$ cat src/rtl/imem_loader_pkg.sv
// Shared definitions for the boot-time instruction-memory loader:
// FSM state encodings, frame constants and the length-field check.
package imem_loader_pkg;

  typedef enum logic [2:0] {
    S_LEN0 = 3'd0,
    S_LEN1 = 3'd1,
    S_DATA = 3'd2,
    S_SUM  = 3'd3,
    S_RUN  = 3'd4,
    S_ERR  = 3'd5
  } state_t;

  localparam int LEN_BYTES = 2;
  localparam int SUM_WIDTH = 8;

  // A frame may hold 1 .. 2**aw words; anything else is rejected.
  function automatic logic len_ok(input logic [15:0] n, input int aw);
    return (n != 16'd0) && (32'(n) <= (32'd1 << aw));
  endfunction

endpackage

$ cat src/rtl/imem_loader_if.sv
// Byte-stream input and instruction-memory write port of the loader.
// master = byte source / observer, slave = the loader itself.
interface imem_loader_if #(
  parameter int ADDR_WIDTH = 12
);
  logic                  rx_valid;
  logic [7:0]            rx_data;
  logic                  reload;
  logic [ADDR_WIDTH-1:0] imem_addr;
  logic [31:0]           imem_wdata;
  logic                  imem_we;
  logic                  core_rst;
  logic                  done;
  logic                  err;

  modport master (
    output rx_valid, rx_data, reload,
    input  imem_addr, imem_wdata, imem_we, core_rst, done, err
  );

  modport slave (
    input  rx_valid, rx_data, reload,
    output imem_addr, imem_wdata, imem_we, core_rst, done, err
  );
endinterface

$ cat src/rtl/imem_loader_word_packer.sv
// Packs a byte stream into 32-bit little-endian words; emits a one-cycle
// word_valid together with the completed word.
module word_packer (
  input  logic        clk,
  input  logic        rst,
  input  logic        clr,
  input  logic        en,
  input  logic [7:0]  byte_in,
  output logic [1:0]  lane,
  output logic        word_valid,
  output logic [31:0] word
);

  logic [23:0] shift;

  always_ff @(posedge clk) begin
    if (rst) begin
      lane       <= 2'd0;
      shift      <= 24'd0;
      word_valid <= 1'b0;
      word       <= 32'd0;
    end else begin
      word_valid <= 1'b0;
      if (clr) begin
        lane <= 2'd0;
      end else if (en) begin
        lane <= lane + 2'd1;
        if (lane == 2'd3) begin
          word       <= {byte_in, shift};
          word_valid <= 1'b1;
        end else begin
          shift <= {byte_in, shift[23:8]};
        end
      end
    end
  end

endmodule

$ cat src/rtl/imem_loader.sv
// Boot loader: parses LEN/payload/SUM frames from the UART byte stream,
// writes words into imem from address 0 and releases the core on a good frame.
//
// state  | meaning
// S_LEN0 | wait for LEN_LO
// S_LEN1 | wait for LEN_HI, validate N
// S_DATA | collect 4*N payload bytes
// S_SUM  | compare checksum byte
// S_RUN  | core running
// S_ERR  | frame rejected
module imem_loader
  import imem_loader_pkg::*;
#(
  parameter int ADDR_WIDTH = 12,
  parameter int TIMEOUT    = 1000000
) (
  input logic          clk,
  input logic          rst,
  imem_loader_if.slave bus
);

  localparam int TW = $clog2(TIMEOUT + 1);

  state_t                state, state_nxt;
  logic [7:0]            len_lo;
  logic [15:0]           len_n;
  logic [ADDR_WIDTH-1:0] n_last;
  logic [ADDR_WIDTH-1:0] word_cnt;
  logic [ADDR_WIDTH-1:0] addr_q;
  logic [SUM_WIDTH-1:0]  sum;
  logic [TW-1:0]         timer;
  logic                  accept;
  logic                  timed;
  logic                  timeout;
  logic                  clr;
  logic                  core_rst_q, done_q, err_q;
  logic [1:0]            lane;
  logic                  word_valid;
  logic [31:0]           word;

  assign accept  = bus.rx_valid & ~bus.reload;
  assign len_n   = {bus.rx_data, len_lo};
  assign timed   = state inside {S_LEN1, S_DATA, S_SUM};
  assign timeout = timed & ~accept & (timer == '0);
  assign clr     = (state_nxt == S_LEN0);

  word_packer u_packer (
    .clk        (clk),
    .rst        (rst),
    .clr        (clr),
    .en         (accept && (state == S_DATA)),
    .byte_in    (bus.rx_data),
    .lane       (lane),
    .word_valid (word_valid),
    .word       (word)
  );

  always_ff @(posedge clk) begin
    if (rst) state <= S_LEN0;
    else     state <= state_nxt;
  end

  always_comb begin
    state_nxt = state;
    if (bus.reload || timeout) begin
      state_nxt = S_LEN0;
    end else if (accept) begin
      case (state)
        S_LEN0: state_nxt = S_LEN1;
        S_LEN1: state_nxt = len_ok(len_n, ADDR_WIDTH) ? S_DATA : S_ERR;
        S_DATA: if (lane == 2'd3 && word_cnt == n_last) state_nxt = S_SUM;
        S_SUM:  state_nxt = (bus.rx_data == sum) ? S_RUN : S_ERR;
        default: state_nxt = state;
      endcase
    end
  end

  always_ff @(posedge clk) begin
    if (rst) begin
      len_lo   <= 8'd0;
      n_last   <= '0;
      word_cnt <= '0;
      sum      <= '0;
      timer    <= '0;
    end else begin
      if (accept)                      timer <= TW'(TIMEOUT - 1);
      else if (timed && timer != '0)   timer <= timer - TW'(1);

      if (clr) begin
        word_cnt <= '0;
        sum      <= '0;
      end else if (accept && state == S_DATA) begin
        sum <= sum + bus.rx_data;
        if (lane == 2'd3) word_cnt <= word_cnt + ADDR_WIDTH'(1);
      end

      if (accept && state == S_LEN0) len_lo <= bus.rx_data;
      if (accept && state == S_LEN1) n_last <= ADDR_WIDTH'(len_n - 16'd1);
    end
  end

  // The address only advances while more words follow, so it parks on the
  // last written word and never wraps for a full-capacity frame.
  always_ff @(posedge clk) begin
    if (rst) begin
      addr_q     <= '0;
      core_rst_q <= 1'b1;
      done_q     <= 1'b0;
      err_q      <= 1'b0;
    end else begin
      core_rst_q <= (state_nxt != S_RUN);
      done_q     <= (state_nxt == S_RUN);
      err_q      <= (state_nxt == S_ERR);
      if (clr)                                addr_q <= '0;
      else if (word_valid && state == S_DATA) addr_q <= addr_q + ADDR_WIDTH'(1);
    end
  end

  assign bus.imem_addr  = addr_q;
  assign bus.imem_wdata = word;
  assign bus.imem_we    = word_valid;
  assign bus.core_rst   = core_rst_q;
  assign bus.done       = done_q;
  assign bus.err        = err_q;

endmodule

$ cat src/flat_wrapper.sv
// flat-port wrapper written by rule: the top's interface ports become plain ports
module imem_loader_flat import imem_loader_pkg::*;
#(
  parameter int ADDR_WIDTH = 12,
  parameter int TIMEOUT    = 1000000
)
  (clk, rst, bus_rx_valid, bus_rx_data, bus_reload, bus_imem_addr, bus_imem_wdata, bus_imem_we, bus_core_rst, bus_done, bus_err);
  imem_loader_if #(.ADDR_WIDTH(ADDR_WIDTH)) bus_i ();
  input logic clk;
  input logic rst;
  input wire logic [$bits(bus_i.rx_valid)-1:0] bus_rx_valid;
  input wire logic [$bits(bus_i.rx_data)-1:0] bus_rx_data;
  input wire logic [$bits(bus_i.reload)-1:0] bus_reload;
  output wire logic [$bits(bus_i.imem_addr)-1:0] bus_imem_addr;
  output wire logic [$bits(bus_i.imem_wdata)-1:0] bus_imem_wdata;
  output wire logic [$bits(bus_i.imem_we)-1:0] bus_imem_we;
  output wire logic [$bits(bus_i.core_rst)-1:0] bus_core_rst;
  output wire logic [$bits(bus_i.done)-1:0] bus_done;
  output wire logic [$bits(bus_i.err)-1:0] bus_err;
  assign bus_i.rx_valid = bus_rx_valid;
  assign bus_i.rx_data = bus_rx_data;
  assign bus_i.reload = bus_reload;
  assign bus_imem_addr = bus_i.imem_addr;
  assign bus_imem_wdata = bus_i.imem_wdata;
  assign bus_imem_we = bus_i.imem_we;
  assign bus_core_rst = bus_i.core_rst;
  assign bus_done = bus_i.done;
  assign bus_err = bus_i.err;
  imem_loader #(.ADDR_WIDTH(ADDR_WIDTH), .TIMEOUT(TIMEOUT)) u_core (.clk(clk), .rst(rst), .bus(bus_i));
endmodule
$ cat config.mk
export PLATFORM = sky130hd
export DESIGN_NAME = imem_loader_flat
export DESIGN_NICKNAME = d
export VERILOG_FILES = /design/src/rtl/imem_loader_pkg.sv /design/src/rtl/imem_loader_if.sv /design/src/rtl/imem_loader_word_packer.sv /design/src/rtl/imem_loader.sv /design/src/flat_wrapper.sv
export SDC_FILE = /design/constraint.sdc
export NUM_CORES = 1
export LEC_CHECK = 0
export CAP_MARGIN = 20
export CORE_MARGIN = 2
export CORE_UTILIZATION = 40
export CTS_BUF_LIST = sky130_fd_sc_hd__clkbuf_8 sky130_fd_sc_hd__clkbuf_16
export CTS_CLUSTER_DIAMETER = 200
export DETAILED_ROUTE_END_ITERATION = 8
export GPL_ROUTABILITY_DRIVEN = 0
export GPL_TIMING_DRIVEN = 0
export MAX_ROUTING_LAYER = met4
export SLEW_MARGIN = 5
export SYNTH_ARGS = -nofsm -noshare
export SYNTH_HDL_FRONTEND = slang
export SYNTH_SLANG_ARGS = --single-unit
export TNS_END_PERCENT = 10
$ cat constraint.sdc
create_clock -name clk -period 2.6 [get_ports clk]
set_input_delay 0.52 -clock clk [delete_from_list [all_inputs] [get_ports clk]]
set_output_delay 0.52 -clock clk [all_outputs]
set_load 0.02 [all_outputs]
==> results by group <==
Drt
  – DR iter-0 viols: 296
  – Drt pass-1 iters: 4
  – Routed WL per cell: 14.3 um
  – Routed wire length: 13,800 um
  – # DRC: 0
  – Via Count: 4,910
  – Detail Route Antenna Nets: 0
  – Vias per inst: 5.06

Layout
  – Area of the multi-input gates: 0.00295 mm2
  – Reg area: 0.00274 mm2
  – Fin area: 0.00733 mm2
  – Share of cells above drive strength 1: 0.0649
  – Fin cells: 970
  – Filler cell count: 1,384
  – Synth-to-Final Area Change: 25.0%
  – Nets: 800
  – Ant diodes: 0

Worst hold path
  – HP Class: register to register
  – Hold Path End: u_core.u_packer.word[15]
  – Hold path cells: 2
  – Min-delay src: u_core.u_packer.word[15]

Yosys
  – Top-count cell post-synth: nand2_1
  – Sequential area share after synthesis: 0.468
  – Mapped Cells: 698
  – Net Count, Synth: 724
  – Synth area leaders: dfxtp_1 47%, nand2_1 8.8%, a21oi_1 7.0%
  – Netlist cell types: 48
  – FF+latch count, synth: 137
  – Top_reg_cell synth: dfxtp_1
  – Post-synth ARST share: 0
  – EDFF count, synth: 0
  – Mapped Avg Cell Area: 8.40 um2
  – Synthesized area: 0.00587 mm2
  – Synth top area share: 0.468
  – Area leader, netlist: dfxtp_1
  – Yosys warning count: 0
  – Most frequent cells after synthesis: 138 x nand2_1, 137 x dfxtp_1, 82 x a21oi_1

Clock tree
  – Setup Buffers After CTS: 0
  – Root Driver: clkbuf_16
  – Clock Latency Late Sink: 0.42 ns
  – CTS clock-pin slew for the worst setup and hold paths: 0.06 ns
  – Htree depth: 4
  – Sink Count: 137
  – CTS Buffer Depth: 2
  – CTS tree: done
  – Num CTS Buffers: 17

Placed design
  – IO buf count: 57
  – Dpl hpwl: 10,100 um
  – DP Area: 0.00667 mm2
  – Placed cell count: 939

GRT
  – Met3 track demand over resource: 0.0458
  – Initial antenna violation count: 0
  – Largest net degree at the start of global routing: 17
  – Number of global-route vias before repair: 4,669
  – Global-route wire length before repair: 23,000 um
  – GRT overflow: 0
  – Global routing usage on met1: 0.246
  – Global routing's busiest layer: met2
  – Tot GR Track Use: 0.188
  – Grt met2 use: 0.289

Setup path
  – Critical path class: primary input to register
  – Worst reg2reg startpoint: u_core.timer[10]
  – CP max FO: 7
  – Worst EP arrival: 2.88 ns
  – R2R cell count: 9
  – Flop2flop setup slack: 0.10 ns
  – CP startpoint kind: primary input
  – R2R Path End: u_core.word_cnt[6]
  – Worst Path Required: 2.94 ns
  – Worst setup EP type: register

Floorplanning
  – Initial Utilization: 0.407
  – Die ar.: 0.0156 mm2
  – Die height: 125 um
  – Core area: 0.0144 mm2
  – Die width: 125 um
  – FP Rows: 44
  – I/O Pins: 60

Timing
  – Unrepaired setup endpoints after global routing: yes
  – Fin. Hold Viols: 0
  – Final setup violation count: 0
  – Period utilisation layout: 0.980
  – Max Transition Viols Final: 0
  – Slew of the pin with the lowest slew margin: 0.833 ns
  – Clock skew: 0.00832 ns
  – Slew headroom: 0.437
  – Fmax: 392 MHz
  – Minimum clock period: 2.55 ns

Power
  – P_leak: 2.56 nW
  – Final Power: 0.00486 W
  – Maximum VDD drop: 0.000527 V
  – Power per cell area: 662 mW/mm2

Run status
  – Status: finished clean

Flow run
  – Max-Cap Viols: 0
==> placed cells by master, fill, tap and decap left out, types with 4 or more instances in the layout <==
| cell | Yosys | final |
|---|---|---|
| nand2b_1 | 6 | 6 |
| nor2_1 | 81 | 80 |
| inv_1 | 12 | 13 |
| nor2b_1 | 5 | 4 |
| nor4_1 | 10 | 10 |
| clkbuf_1 | 28 | 26 |
| nand2_1 | 138 | 138 |
| a211oi_1 | 11 | 11 |
| nand4_1 | 11 | 11 |
| ha_1 | 13 | 12 |
| a21oi_1 | 82 | 82 |
| xor2_1 | 33 | 33 |
| or3_1 | 6 | 6 |
| clkinvlp_4 | 0 | 4 |
| o21ai_0 | 6 | 5 |
| nand3_1 | 8 | 8 |
| o31ai_1 | 6 | 6 |
| and3_1 | 4 | 4 |
| dfxtp_1 | 137 | 136 |
| o21a_1 | 4 | 4 |
| a31oi_1 | 5 | 5 |
| clkbuf_16 | 0 | 17 |
| mux2i_1 | 8 | 8 |
| xnor2_1 | 28 | 28 |
| nor3_1 | 17 | 15 |
| clkdlybuf4s50_1 | 0 | 55 |
==> per-stage QoR <==
| step | setup WS, ns | hold slack [ns] | setup TNS, ns | util |
|---|---|---|---|---|
| 2_1_floorplan | 0.312 | 0.432 | 0 | - |
| 5_1_grt | -0.0399 | 0.476 | -0.695 | 0.509 |
| 4_1_cts | 0.00932 | 0.457 | 0 | 0.506 |
| 6_report | 0.0508 | 0.453 | 0 | 0.509 |
| 3_3_place_gp | -0.473 | 0.444 | -23.52 | 0.462 |
| 3_5_place_dp | -0.464 | 0.446 | -22.45 | 0.462 |
==> registers in the layout (all words and copies together) (netlist names), 3 cells and up <==
| signal | cells |
|---|---|
| u_core.len_lo | 8 |
| u_core.u_packer.word | 32 |
| u_core.n_last | 12 |
| u_core.timer | 20 |
| u_core.sum | 8 |
| u_core.bus.imem_addr | 12 |
| u_core.u_packer.shift | 24 |
| u_core.word_cnt | 12 |
| u_core.state | 3 |
==> area by class of cell <==
| cell class | count | share of cell area |
|---|---|---|
| buffer | 37 | 0.0252 |
| clock buffer | 19 | 0.0618 |
| clock inverter | 12 | 0.0206 |
| inverter | 12 | 0.00614 |
| multi-input combinational | 512 | 0.402 |
| sequential | 137 | 0.374 |
| tap | 184 | 0.0314 |
| timing repair buffer | 57 | 0.0785 |
==> power by group <==
part	leakage [nW]	switching, W	internal [W]	total (W)
Clock	0.288	0.000891	0.00155	0.00244
Sequential	1.11	0.0000265	0.00213	0.00215
Combinational	1.17	0.000161	0.000105	0.000267
Total	2.56	0.00108	0.00378	0.00486
==> logic make-up after synthesis <==
logic type,synth area share
AOI/OAI and AO/OA,0.132
xor gates and xnor gates,0.0911
buffers and inverters,0.0367
muxes,0.0137
and+or+nand+nor,0.228
adders and majority gates,0.0311
DFF,0.468
==> worst max path at each step <==
stage | start | endpoint | slack [ns] | cells after the start
after detailed placement | bus_reload | u_core.u_packer.shift[5] | -0.46 | 8
after floorplan | u_core.timer[10] | u_core.sum[7] | 0.31 | 9
after global routing | u_core.timer[10] | u_core.word_cnt[6] | -0.04 | 9
after global placement | bus_reload | u_core.u_packer.shift[11] | -0.47 | 8
after CTS | bus_rx_data[0] | u_core.bus.done | 0.009 | 8
final | bus_rx_data[0] | u_core.bus.done | 0.05 | 8
==> repair_timing <==
action | 4_1_cts | 5_1_grt
hold endpoints to repair | 0 | 0
setup endpoints to repair | 22 | 96
pin swaps | 0 | 1
gates resized for setup | 3 | 16
hold buffers | 0 | 0
==> per-layer routing <==
layer | share of wire | wire length (um)
met2 | 0.46 | 6400
met3 | 0.032 | 437
met1 | 0.50 | 6880
met4 | 0.0082 | 114
met5 | 0 | 0
==> critical path, cell delays in order <==
cell,delay [ns]
clkdlybuf4s50_1,0.44
clkbuf_1,0.23
nor4_1,0.51
and4_1,0.25
o21ai_1,0.17
and3_1,0.24
o22ai_1,0.29
nor3b_1,0.22
No activity file was read; power rests on OpenSTA's default activity.
